==> config.mk <==
export PLATFORM = sky130hd
export DESIGN_NAME = pc_gen_flat
export DESIGN_NICKNAME = d
export VERILOG_FILES = /design/src/rtl/pc_gen_pkg.sv /design/src/rtl/pc_gen_if.sv /design/src/rtl/pc_redirect_buf.sv /design/src/rtl/pc_gen.sv /design/src/flat_wrapper.sv
export SDC_FILE = /design/constraint.sdc
export NUM_CORES = 1
export LEC_CHECK = 0
export ABC_AREA = 0
export CORE_MARGIN = 2
export CORE_UTILIZATION = 48
export DETAILED_ROUTE_END_ITERATION = 7
export GPL_TIMING_DRIVEN = 0
export HOLD_SLACK_MARGIN = 0.15
export PLACE_DENSITY = 0.81
export REMOVE_ABC_BUFFERS = 1
export SYNTH_ARGS = -nofsm -noshare
export SYNTH_HDL_FRONTEND = slang
export SYNTH_SLANG_ARGS = --single-unit
==> constraint.sdc <==
create_clock -name clk -period 2.7 [get_ports clk]
set_clock_uncertainty 0.1 [all_clocks]
set_input_delay 0.81 -clock clk [delete_from_list [all_inputs] [get_ports clk]]
set_output_delay 0.81 -clock clk [all_outputs]
set_load 0.03 [all_outputs]
==> src/rtl/pc_gen_pkg.sv <==
// rtl/pc_gen_pkg.sv - shared constants and mux-select type for the fetch PC generator
package pc_gen_pkg;

    localparam int DEFAULT_ADDR_W = 32;

    localparam logic ChipEnable  = 1'b1;
    localparam logic ChipDisable = 1'b0;
    localparam logic Branch      = 1'b1;
    localparam logic NotBranch   = 1'b0;
    localparam logic Stop        = 1'b1;
    localparam logic NoStop      = 1'b0;
    localparam logic RstEnable   = 1'b1;

    typedef enum logic [2:0] {
        PC_HOLD,
        PC_INC,
        PC_FLUSH,
        PC_BRANCH,
        PC_PENDING
    } pc_sel_e;

endpackage

==> src/rtl/pc_gen_if.sv <==
// rtl/pc_gen_if.sv - fetch-stage control inputs and instruction-memory outputs of pc_gen
interface pc_gen_if
    import pc_gen_pkg::*;
#(
    parameter int ADDR_W  = DEFAULT_ADDR_W,
    parameter int STALL_W = 6
);
    logic [STALL_W-1:0] stall;
    logic               flush;
    logic [ADDR_W-1:0]  new_pc;
    logic               branch_flag_i;
    logic [ADDR_W-1:0]  branch_target_address_i;
    logic [ADDR_W-1:0]  pc;
    logic               ce;
    logic               redirect_pending_o;
    logic               misaligned_o;

    modport master (
        input  stall, flush, new_pc, branch_flag_i, branch_target_address_i,
        output pc, ce, redirect_pending_o, misaligned_o
    );

    modport slave (
        output stall, flush, new_pc, branch_flag_i, branch_target_address_i,
        input  pc, ce, redirect_pending_o, misaligned_o
    );
endinterface

==> src/rtl/pc_redirect_buf.sv <==
// rtl/pc_redirect_buf.sv - holds a branch target that arrived while fetch was stalled
module pc_redirect_buf
    import pc_gen_pkg::*;
#(
    parameter int ADDR_W = DEFAULT_ADDR_W
)(
    input  logic              clk,
    input  logic              rst,
    input  logic              load,
    input  logic              clear,
    input  logic [ADDR_W-1:0] target,
    output logic              pending,
    output logic [ADDR_W-1:0] buf_target
);

    // load wins over clear so a newer stalled branch always replaces the older one
    always_ff @(posedge clk) begin
        if (rst == RstEnable) begin
            pending    <= 1'b0;
            buf_target <= '0;
        end else if (load) begin
            pending    <= 1'b1;
            buf_target <= target;
        end else if (clear) begin
            pending    <= 1'b0;
        end
    end

endmodule

==> src/rtl/pc_gen.sv <==
// rtl/pc_gen.sv - fetch program counter with stall, branch buffering and flush redirect
module pc_gen
    import pc_gen_pkg::*;
#(
    parameter int                ADDR_W       = DEFAULT_ADDR_W,
    parameter int                INST_BYTES   = 4,
    parameter logic [ADDR_W-1:0] RESET_VECTOR = '0,
    parameter int                STALL_W      = 6
)(
    input  logic      clk,
    input  logic      rst,
    pc_gen_if.master  bus
);

    localparam logic [ADDR_W-1:0] PC_STEP    = ADDR_W'(INST_BYTES);
    localparam logic [ADDR_W-1:0] ALIGN_MASK = ~(PC_STEP - 1'b1);

    logic              stall0;
    logic              unused_stall;
    logic              pending;
    logic [ADDR_W-1:0] buf_target;
    logic [ADDR_W-1:0] raw_target;
    logic              buf_load;
    logic              buf_clear;
    pc_sel_e           sel;

    assign stall0       = bus.stall[0];
    assign unused_stall = ^bus.stall;

    always_comb begin
        sel        = PC_INC;
        raw_target = bus.new_pc;
        if (bus.flush) begin
            sel = PC_FLUSH;
        end else if (bus.branch_flag_i == Branch && stall0 == NoStop) begin
            sel        = PC_BRANCH;
            raw_target = bus.branch_target_address_i;
        end else if (bus.branch_flag_i == Branch) begin
            sel = PC_HOLD;
        end else if (pending && stall0 == NoStop) begin
            sel        = PC_PENDING;
            raw_target = buf_target;
        end else if (stall0 == Stop) begin
            sel = PC_HOLD;
        end
    end

    // any unstalled or flushing edge consumes (or supersedes) the buffered target
    assign buf_load  = (bus.ce == ChipEnable) && !bus.flush &&
                       (bus.branch_flag_i == Branch) && (stall0 == Stop);
    assign buf_clear = (bus.ce == ChipEnable) && (bus.flush || stall0 == NoStop);

    pc_redirect_buf #(.ADDR_W(ADDR_W)) u_buf (
        .clk        (clk),
        .rst        (rst),
        .load       (buf_load),
        .clear      (buf_clear),
        .target     (bus.branch_target_address_i),
        .pending    (pending),
        .buf_target (buf_target)
    );

    assign bus.redirect_pending_o = pending;

    always_ff @(posedge clk) begin
        if (rst == RstEnable) begin
            bus.ce           <= ChipDisable;
            bus.pc           <= RESET_VECTOR;
            bus.misaligned_o <= 1'b0;
        end else if (bus.ce == ChipDisable) begin
            bus.ce           <= ChipEnable;
            bus.pc           <= RESET_VECTOR;
            bus.misaligned_o <= 1'b0;
        end else begin
            bus.misaligned_o <= 1'b0;
            case (sel)
                PC_FLUSH, PC_BRANCH, PC_PENDING: begin
                    bus.pc           <= raw_target & ALIGN_MASK;
                    bus.misaligned_o <= |(raw_target & ~ALIGN_MASK);
                end
                PC_INC:  bus.pc <= bus.pc + PC_STEP;
                default: bus.pc <= bus.pc;
            endcase
        end
    end

endmodule

==> src/flat_wrapper.sv <==
// flat-port wrapper written by rule: the top's interface ports become plain ports
module pc_gen_flat import pc_gen_pkg::*;
#(
    parameter int                ADDR_W       = DEFAULT_ADDR_W,
    parameter int                INST_BYTES   = 4,
    parameter logic [ADDR_W-1:0] RESET_VECTOR = '0,
    parameter int                STALL_W      = 6
)
  (clk, rst, bus_stall, bus_flush, bus_new_pc, bus_branch_flag_i, bus_branch_target_address_i, bus_pc, bus_ce, bus_redirect_pending_o, bus_misaligned_o);
  pc_gen_if #(.ADDR_W(ADDR_W), .STALL_W(STALL_W)) bus_i ();
  input  logic clk;
  input  logic rst;
  input wire logic [$bits(bus_i.stall)-1:0] bus_stall;
  input wire logic [$bits(bus_i.flush)-1:0] bus_flush;
  input wire logic [$bits(bus_i.new_pc)-1:0] bus_new_pc;
  input wire logic [$bits(bus_i.branch_flag_i)-1:0] bus_branch_flag_i;
  input wire logic [$bits(bus_i.branch_target_address_i)-1:0] bus_branch_target_address_i;
  output wire logic [$bits(bus_i.pc)-1:0] bus_pc;
  output wire logic [$bits(bus_i.ce)-1:0] bus_ce;
  output wire logic [$bits(bus_i.redirect_pending_o)-1:0] bus_redirect_pending_o;
  output wire logic [$bits(bus_i.misaligned_o)-1:0] bus_misaligned_o;
  assign bus_i.stall = bus_stall;
  assign bus_i.flush = bus_flush;
  assign bus_i.new_pc = bus_new_pc;
  assign bus_i.branch_flag_i = bus_branch_flag_i;
  assign bus_i.branch_target_address_i = bus_branch_target_address_i;
  assign bus_pc = bus_i.pc;
  assign bus_ce = bus_i.ce;
  assign bus_redirect_pending_o = bus_i.redirect_pending_o;
  assign bus_misaligned_o = bus_i.misaligned_o;
  pc_gen #(.ADDR_W(ADDR_W), .INST_BYTES(INST_BYTES), .RESET_VECTOR(RESET_VECTOR), .STALL_W(STALL_W)) u_core (.clk(clk), .rst(rst), .bus(bus_i));
endmodule
==> flow_metrics.env, run 1 <==
export IMPL_finalSetupViolations=0
export IMPL_drc=0
export IMPL_cts_sinks=65
export IMPL_synth_edff_count=0
export IMPL_avgRoutedWirePerCell_um=16.4
export IMPL_ys_async_sr_fraction=0
export IMPL_gp_congestion=0.924
export IMPL_place_area_um2=4700
export IMPL_ff2ff_path_depth=6
export IMPL_die_area_um2=8540
export IMPL_synth_common_cells="104 x nand2_1, 75 x a21oi_1, 65 x dfxtp_1"
export IMPL_cts_max_path_buffers=2
export IMPL_grt_setup_unrepaired="no"
export IMPL_die_x_um=92.4
export IMPL_hpwlAfterDp_mm=7.53
export IMPL_crit_fanout=32
export IMPL_crit_buf_inv=1
export IMPL_p_per_area_nw_per_um2=460
export IMPL_min_to="u_core.u_buf.buf_target[19]$_SDFFE_PP0P_"
export IMPL_drt_iter0_drc=302
export IMPL_holdPathStages=2
export IMPL_synth_cells=529
export IMPL_crit_type="flop to output pin"
export IMPL_clkSlewWorstSetupHoldPaths_ps=80
export IMPL_ys_seq_area_frac=0.347
export IMPL_worst_pin_slew_ps=892
export IMPL_slowest_delay_ps=750
export IMPL_synth_top_area_frac=0.347
export IMPL_fp_coreArea_um2=7650
export IMPL_io_pin_count=109
export IMPL_cp_arrival_ps=1710
export IMPL_cp_top_family="buffers and inverters"
export IMPL_die_y_um=92.4
export IMPL_grt_max_degree=55
export IMPL_period_needed_ps=2620
export IMPL_worstSkewPairLatency_ps=340
export IMPL_fmax_mhz=382
export IMPL_rows=32
export IMPL_synth_area_per_cell_um2=7.09
export IMPL_combPwrFrac=0.188
export IMPL_fillers=692
export IMPL_post_route_cells_drive_above_1_share=0.0616
export IMPL_cp_end_kind="output pin"
export IMPL_port_buffers=101
export IMPL_vias=4172
export IMPL_synth_area_leaders="dfxtp_1 35%, nand2_1 10%, a21oi_1 10%, o21ai_0 5.9%, clkbuf_1 3.7%"
export IMPL_seqPwrFrac=0.457
export IMPL_cts_hold_buf=0
export IMPL_drtPass1Iterations=5
export IMPL_clock_root_buffer="clkbuf_8"
export IMPL_start_util=0.491
export IMPL_grt_usage=0.268
export IMPL_synthFlopType="dfxtp_1"
export IMPL_clock_power_share=0.355
export IMPL_synth_distinct_cells=52
export IMPL_yosys_area_top_type="dfxtp_1"
export IMPL_critPathLaunchType="flop"
export IMPL_p_leak_uw=0.00166
export IMPL_nets=672
export IMPL_area_growth_pct=31.4
export IMPL_hold_viol_final=0
export IMPL_grt_overflow=0
export IMPL_postRouteAntennaNets=0
export IMPL_grt_pass1_wl_mm=18.5
export IMPL_post_route_cell_area_um2=4930
export IMPL_status="finished, final reports clean"
export IMPL_hold_path_class="flop to flop"
export IMPL_antenna_found_initial=0
export IMPL_required_ps=1790
export IMPL_total_power_uw=2270
export IMPL_cts_tree="yes"
export IMPL_ys_warn_count=0
export IMPL_via_per_inst=5.93
export IMPL_max_slew_margin_rel=0.403
export IMPL_h_tree_depth=3
export IMPL_period_share=0.969
export IMPL_postLayoutCoreUtil=0.645
export IMPL_synth_area_um2=3750
export IMPL_r2r_end="u_core.bus.pc[12]$_SDFFE_PP0P_"
export IMPL_p_sw_uw=665
export IMPL_cts_buffers_inserted=9
export IMPL_slowest_stage="clkdlybuf4s50_1"
export IMPL_diodes=0
export IMPL_slew_viol_final=0
export IMPL_reg2reg_slack_ps=390
export IMPL_regToRegStartpoint="u_core.bus.pc[2]$_SDFFE_PP0P_"
export IMPL_peakVddDrop_v=0.000262
export IMPL_worstPathCellList="clkdlybuf4s50_1"
export IMPL_swShare=0.293
export IMPL_synth_most_common_cell="nand2_1"
export IMPL_grt_pass1_vias=3773
export IMPL_stdcell_count=703
export IMPL_hp_start="u_core.u_buf.buf_target[19]$_SDFFE_PP0P_"
export IMPL_synth_seq_cells=65
export IMPL_dp_cells=688
export IMPL_max_cap_violations=0
export IMPL_internal_power_uw=1600
export IMPL_finalWirelength_mm=11.6
## layout by cell type (no fill, tap or decap), types with 4 or more instances in the layout
cell type / netlist / layout
and3_1: 5 / 4
nand3_1: 13 / 12
a221oi_1: 6 / 6
xnor2_1: 8 / 8
a21oi_1: 75 / 75
clkinv_2: 0 / 4
nor3_1: 15 / 14
o21ai_0: 44 / 44
clkbuf_8: 0 / 9
a211oi_1: 10 / 10
nor2_1: 24 / 24
clkdlybuf4s50_1: 0 / 97
nand4_1: 12 / 12
dfxtp_1: 65 / 64
nand2_1: 104 / 102
a22oi_1: 8 / 8
a31oi_1: 11 / 11
o22ai_1: 11 / 11
inv_1: 14 / 14
nor4_1: 5 / 5
xor2_1: 5 / 5
## area by class of cell
| class | instances | area [um2] | share of cell area |
|---|---|---|---|
| clock buffers | 9 | 124 | 0.0251 |
| repair buffers | 101 | 1000 | 0.203 |
| clock inverters | 6 | 60.1 | 0.0122 |
| flip-flops and latches | 65 | 1310 | 0.265 |
| inverters | 15 | 57.6 | 0.0117 |
| multi-input cells | 405 | 2250 | 0.457 |
| well taps | 102 | 128 | 0.0259 |
## how the worst max path moves through the flow
stage	start	to	slack (ps)	cells after the start
after floorplan	bus_stall[0]	u_core.u_buf.buf_target[0]$_SDFFE_PP0P_	360	4
after global placement	bus_stall[0]	u_core.u_buf.buf_target[3]$_SDFFE_PP0P_	-2230	5
after detailed placement	bus_stall[0]	u_core.u_buf.buf_target[23]$_SDFFE_PP0P_	-1320	5
after CTS	bus_stall[0]	u_core.u_buf.buf_target[23]$_SDFFE_PP0P_	7	5
after global routing	u_core.u_buf.pending$_SDFFE_PP0P_	bus_redirect_pending_o	50	1
final	u_core.u_buf.pending$_SDFFE_PP0P_	bus_redirect_pending_o	80	1
## cell families (layout without fill, tap and decap cells)
group           count (synthesis)  count (layout)  synth area share
fa+ha+maj                       1               1           0.00334
mux                             3               3           0.00834
flops                          65              65             0.347
xor+xnor                       13              13            0.0304
simple gates                  206             206             0.267
compound gates                180             180             0.281
other cells                     1               2           0.00100
buf+inv                        60             131            0.0620
## stage by stage
step | setup slack [ps] | hold WS [ps] | setup TNS, ps
after floorplan | 363 | 326 | 0
final | 82.4 | 353 | 0
after CTS | 6.58 | 354 | 0
after detailed placement | -1320 | 344 | -69480
after global placement | -2230 | 338 | -120890
after global routing | 51.3 | 376 | 0
## layer usage
| metal | part of all wire | vias up | GRT usage |
|---|---|---|---|
| met5 | 0 | - | 0 |
| met4 | 0.022 | 0 | 0.0970 |
| met3 | 0.077 | 18 | 0.0382 |
| met2 | 0.47 | 189 | 0.439 |
| met1 | 0.43 | 1925 | 0.361 |
| li1 | - | 2040 | - |
## power by group through the flow
| stage | clock (uW) | sequential, uW | combinational (uW) |
|---|---|---|---|
| 2_1_floorplan | 0 | 1090 | 147 |
| 3_5_place_dp | 0 | 1060 | 420 |
| 5_1_grt | 838 | 1040 | 461 |
| 4_1_cts | 803 | 1030 | 424 |
| 6_report | 806 | 1040 | 427 |
| 3_3_place_gp | 0 | 1050 | 417 |
## state kept, by name, summed over array words and instances (netlist names)
| signal | cells |
|---|---|
| u_core.bus.ce | 1 |
| u_core.bus.misaligned_o | 1 |
| u_core.bus.pc | 30 |
| u_core.u_buf.buf_target | 32 |
| u_core.u_buf.pending | 1 |
## what timing repair did
action                     CTS  global route
pin swaps                    0             0
gates resized for setup     14             3
gates cloned                 0             0
setup endpoints to repair   64            43
buffers inserted             0             0
(Power assumes the default switching activity.)
==> run 2, diff against run 1 <==
==> constraint.sdc (replaced) <==
create_clock -name clk -period 2.6 [get_ports clk]
set_clock_uncertainty 0.1 [all_clocks]
set_input_delay 0.78 -clock clk [delete_from_list [all_inputs] [get_ports clk]]
set_output_delay 0.78 -clock clk [all_outputs]
set_load 0.03 [all_outputs]
==> run 2 against run 1 <==
First-iteration DRC count increased by 6.6%. Global-route usage is essentially flat. Core utilization hardly changed. Combinational power grew 4%. Sequential share of layout area barely moved. Power grew 3.9%. Sequential cell count did not move. Routed wire length rose by 0.36%. Critical endpoint is now u_core.bus.pc[21]$_SDFFE_PP0P_. Largest cell class unchanged.
==> flow_metrics.env, run 2 (synthesis results as in run 1) <==
export IMPL_hold_path_class="flop to flop"
export IMPL_critPathLaunchType="primary input"
export IMPL_slowest_delay_ps=820
export IMPL_max_slew_margin_rel=0.386
export IMPL_gp_congestion=0.924
export IMPL_antenna_found_initial=0
export IMPL_slowest_stage="nor2_1"
export IMPL_hpwlAfterDp_mm=7.53
export IMPL_vias=4162
export IMPL_cts_tree="yes"
export IMPL_grt_pass1_vias=3775
export IMPL_grt_overflow=0
export IMPL_die_area_um2=8540
export IMPL_cp_end_kind="flop"
export IMPL_finalSetupViolations=0
export IMPL_avgRoutedWirePerCell_um=16.5
export IMPL_via_per_inst=5.92
export IMPL_cp_arrival_ps=2570
export IMPL_start_util=0.491
export IMPL_diodes=0
export IMPL_hp_start="u_core.u_buf.buf_target[9]$_SDFFE_PP0P_"
export IMPL_final_common_cell="nand2_1"
export IMPL_cts_hold_buf=0
export IMPL_reg_top3="u_core.u_buf.buf_target x32, u_core.bus.pc x30"
export IMPL_final_cell_mix="102 x nand2_1, 96 x clkdlybuf4s50_1, 75 x a21oi_1"
export IMPL_slew_viol_final=0
export IMPL_top_register="u_core.u_buf.buf_target"
export IMPL_fp_coreArea_um2=7650
export IMPL_grt_pass1_wl_mm=18.5
export IMPL_p_leak_uw=0.00168
export IMPL_grt_usage=0.269
export IMPL_post_route_cells_drive_above_1_share=0.0616
export IMPL_crit_fanout=42
export IMPL_p_per_area_nw_per_um2=478
export IMPL_clkSlewWorstSetupHoldPaths_ps=80
export IMPL_cts_setup_buffers=0
export IMPL_max_cap_violations=0
export IMPL_fmax_mhz=405
export IMPL_cts_max_path_buffers=2
export IMPL_rows=32
export IMPL_worstPathCellList="buf_2 -> nor2_1 -> o211ai_1 -> o21ai_0 -> a21o_1 -> a21oi_1"
export IMPL_hold_viol_final=0
export IMPL_crit_type="primary input to flop"
export IMPL_finalWirelength_mm=11.6
export IMPL_drtPass1Iterations=5
export IMPL_drt_iter0_drc=322
export IMPL_nets=672
export IMPL_grt_max_degree=55
export IMPL_total_power_uw=2360
export IMPL_crit_start="bus_flush"
export IMPL_drc=0
export IMPL_cts_sinks=65
export IMPL_io_pin_count=109
export IMPL_die_y_um=92.4
export IMPL_largest_reg_flops=32
export IMPL_postRouteAntennaNets=0
export IMPL_clock_root_buffer="clkbuf_8"
export IMPL_worstSkewPairLatency_ps=340
export IMPL_worst_pin_slew_ps=917
export IMPL_status="finished, final reports clean"
export IMPL_area_growth_pct=31.5
export IMPL_required_ps=2700
export IMPL_period_share=0.950
export IMPL_period_needed_ps=2470
export IMPL_regToRegStartpoint="u_core.bus.pc[2]$_SDFFE_PP0P_"
export IMPL_grt_setup_unrepaired="no"
export IMPL_die_x_um=92.4
export IMPL_place_ws_ps=-1390
export IMPL_fin_ws_ps=131
export IMPL_cts_buffers_inserted=9
export IMPL_port_buffers=101
export IMPL_h_tree_depth=3
export IMPL_peakVddDrop_v=0.000278
[run 2: cell count changes in the layout (fill, tap and decap cells not counted)]
cell             before  now
buf_4                 0    2
clkbuf_4              2    0
clkdlybuf4s50_1      97   96
dlymetal6s2s_1        0    1
[run 2: per-layer routing]
metal | part of all wire | GRT usage | vias to the layer above
li1 | - | - | 2030
met1 | 0.44 | 0.361 | 1902
met2 | 0.47 | 0.439 | 206
met3 | 0.076 | 0.0382 | 24
met4 | 0.022 | 0.0970 | 0
met5 | 0 | 0 | -
[run 2: final timing paths]
path,endpoint,slack [ps],cells past startpoint
worst max-delay path,u_core.bus.pc[21]$_SDFFE_PP0P_,130,6
worst min-delay path,u_core.u_buf.buf_target[9]$_SDFFE_PP0P_,360,2
worst min register to register,u_core.u_buf.buf_target[9]$_SDFFE_PP0P_,360,2
worst max register to register,u_core.bus.pc[12]$_SDFFE_PP0P_,290,6
[run 2: what timing repair did]
action | CTS | global route
gates cloned | 0 | 0
gates resized for setup | 16 | 2
endpoints found under the setup margin | 64 | 12
hold endpoints to repair | 0 | 0
[run 2: layout make-up]
type                            count  area [um2]
Clock buffer                        9         124
Sequential cell                    65        1310
Clock inverter                      6        60.1
Tap cell                          102         128
Multi-Input combinational cell    405        2250
Timing Repair Buffer              101        1000
Fill cell                         691        2720
Inverter                           15        57.6
[run 2: power by group]
group | switching, uW | internal [uW]
combinational | 239 | 205
clock | 406 | 432
sequential | 47.0 | 1030
total | 692 | 1670
[run 2: critical path: cells and delay by family]
family / cells / cell delay (ps)
AO/OA/AOI/OAI: 4 / 600
buffers and inverters: 1 / 360
AND/OR/NAND/NOR: 1 / 820
[run 2: stage by stage]
step	utilization	hold slack, ps	area, um2	setup TNS [ps]	cells
global route	0.645	376	4930	0	703
floorplan	-	326	3580	0	485
CTS	0.644	354	4930	0	703
detailed placement	0.615	344	4700	-73960	688
global placement	0.617	338	4720	-125440	688
finish	0.645	356	4930	0	703
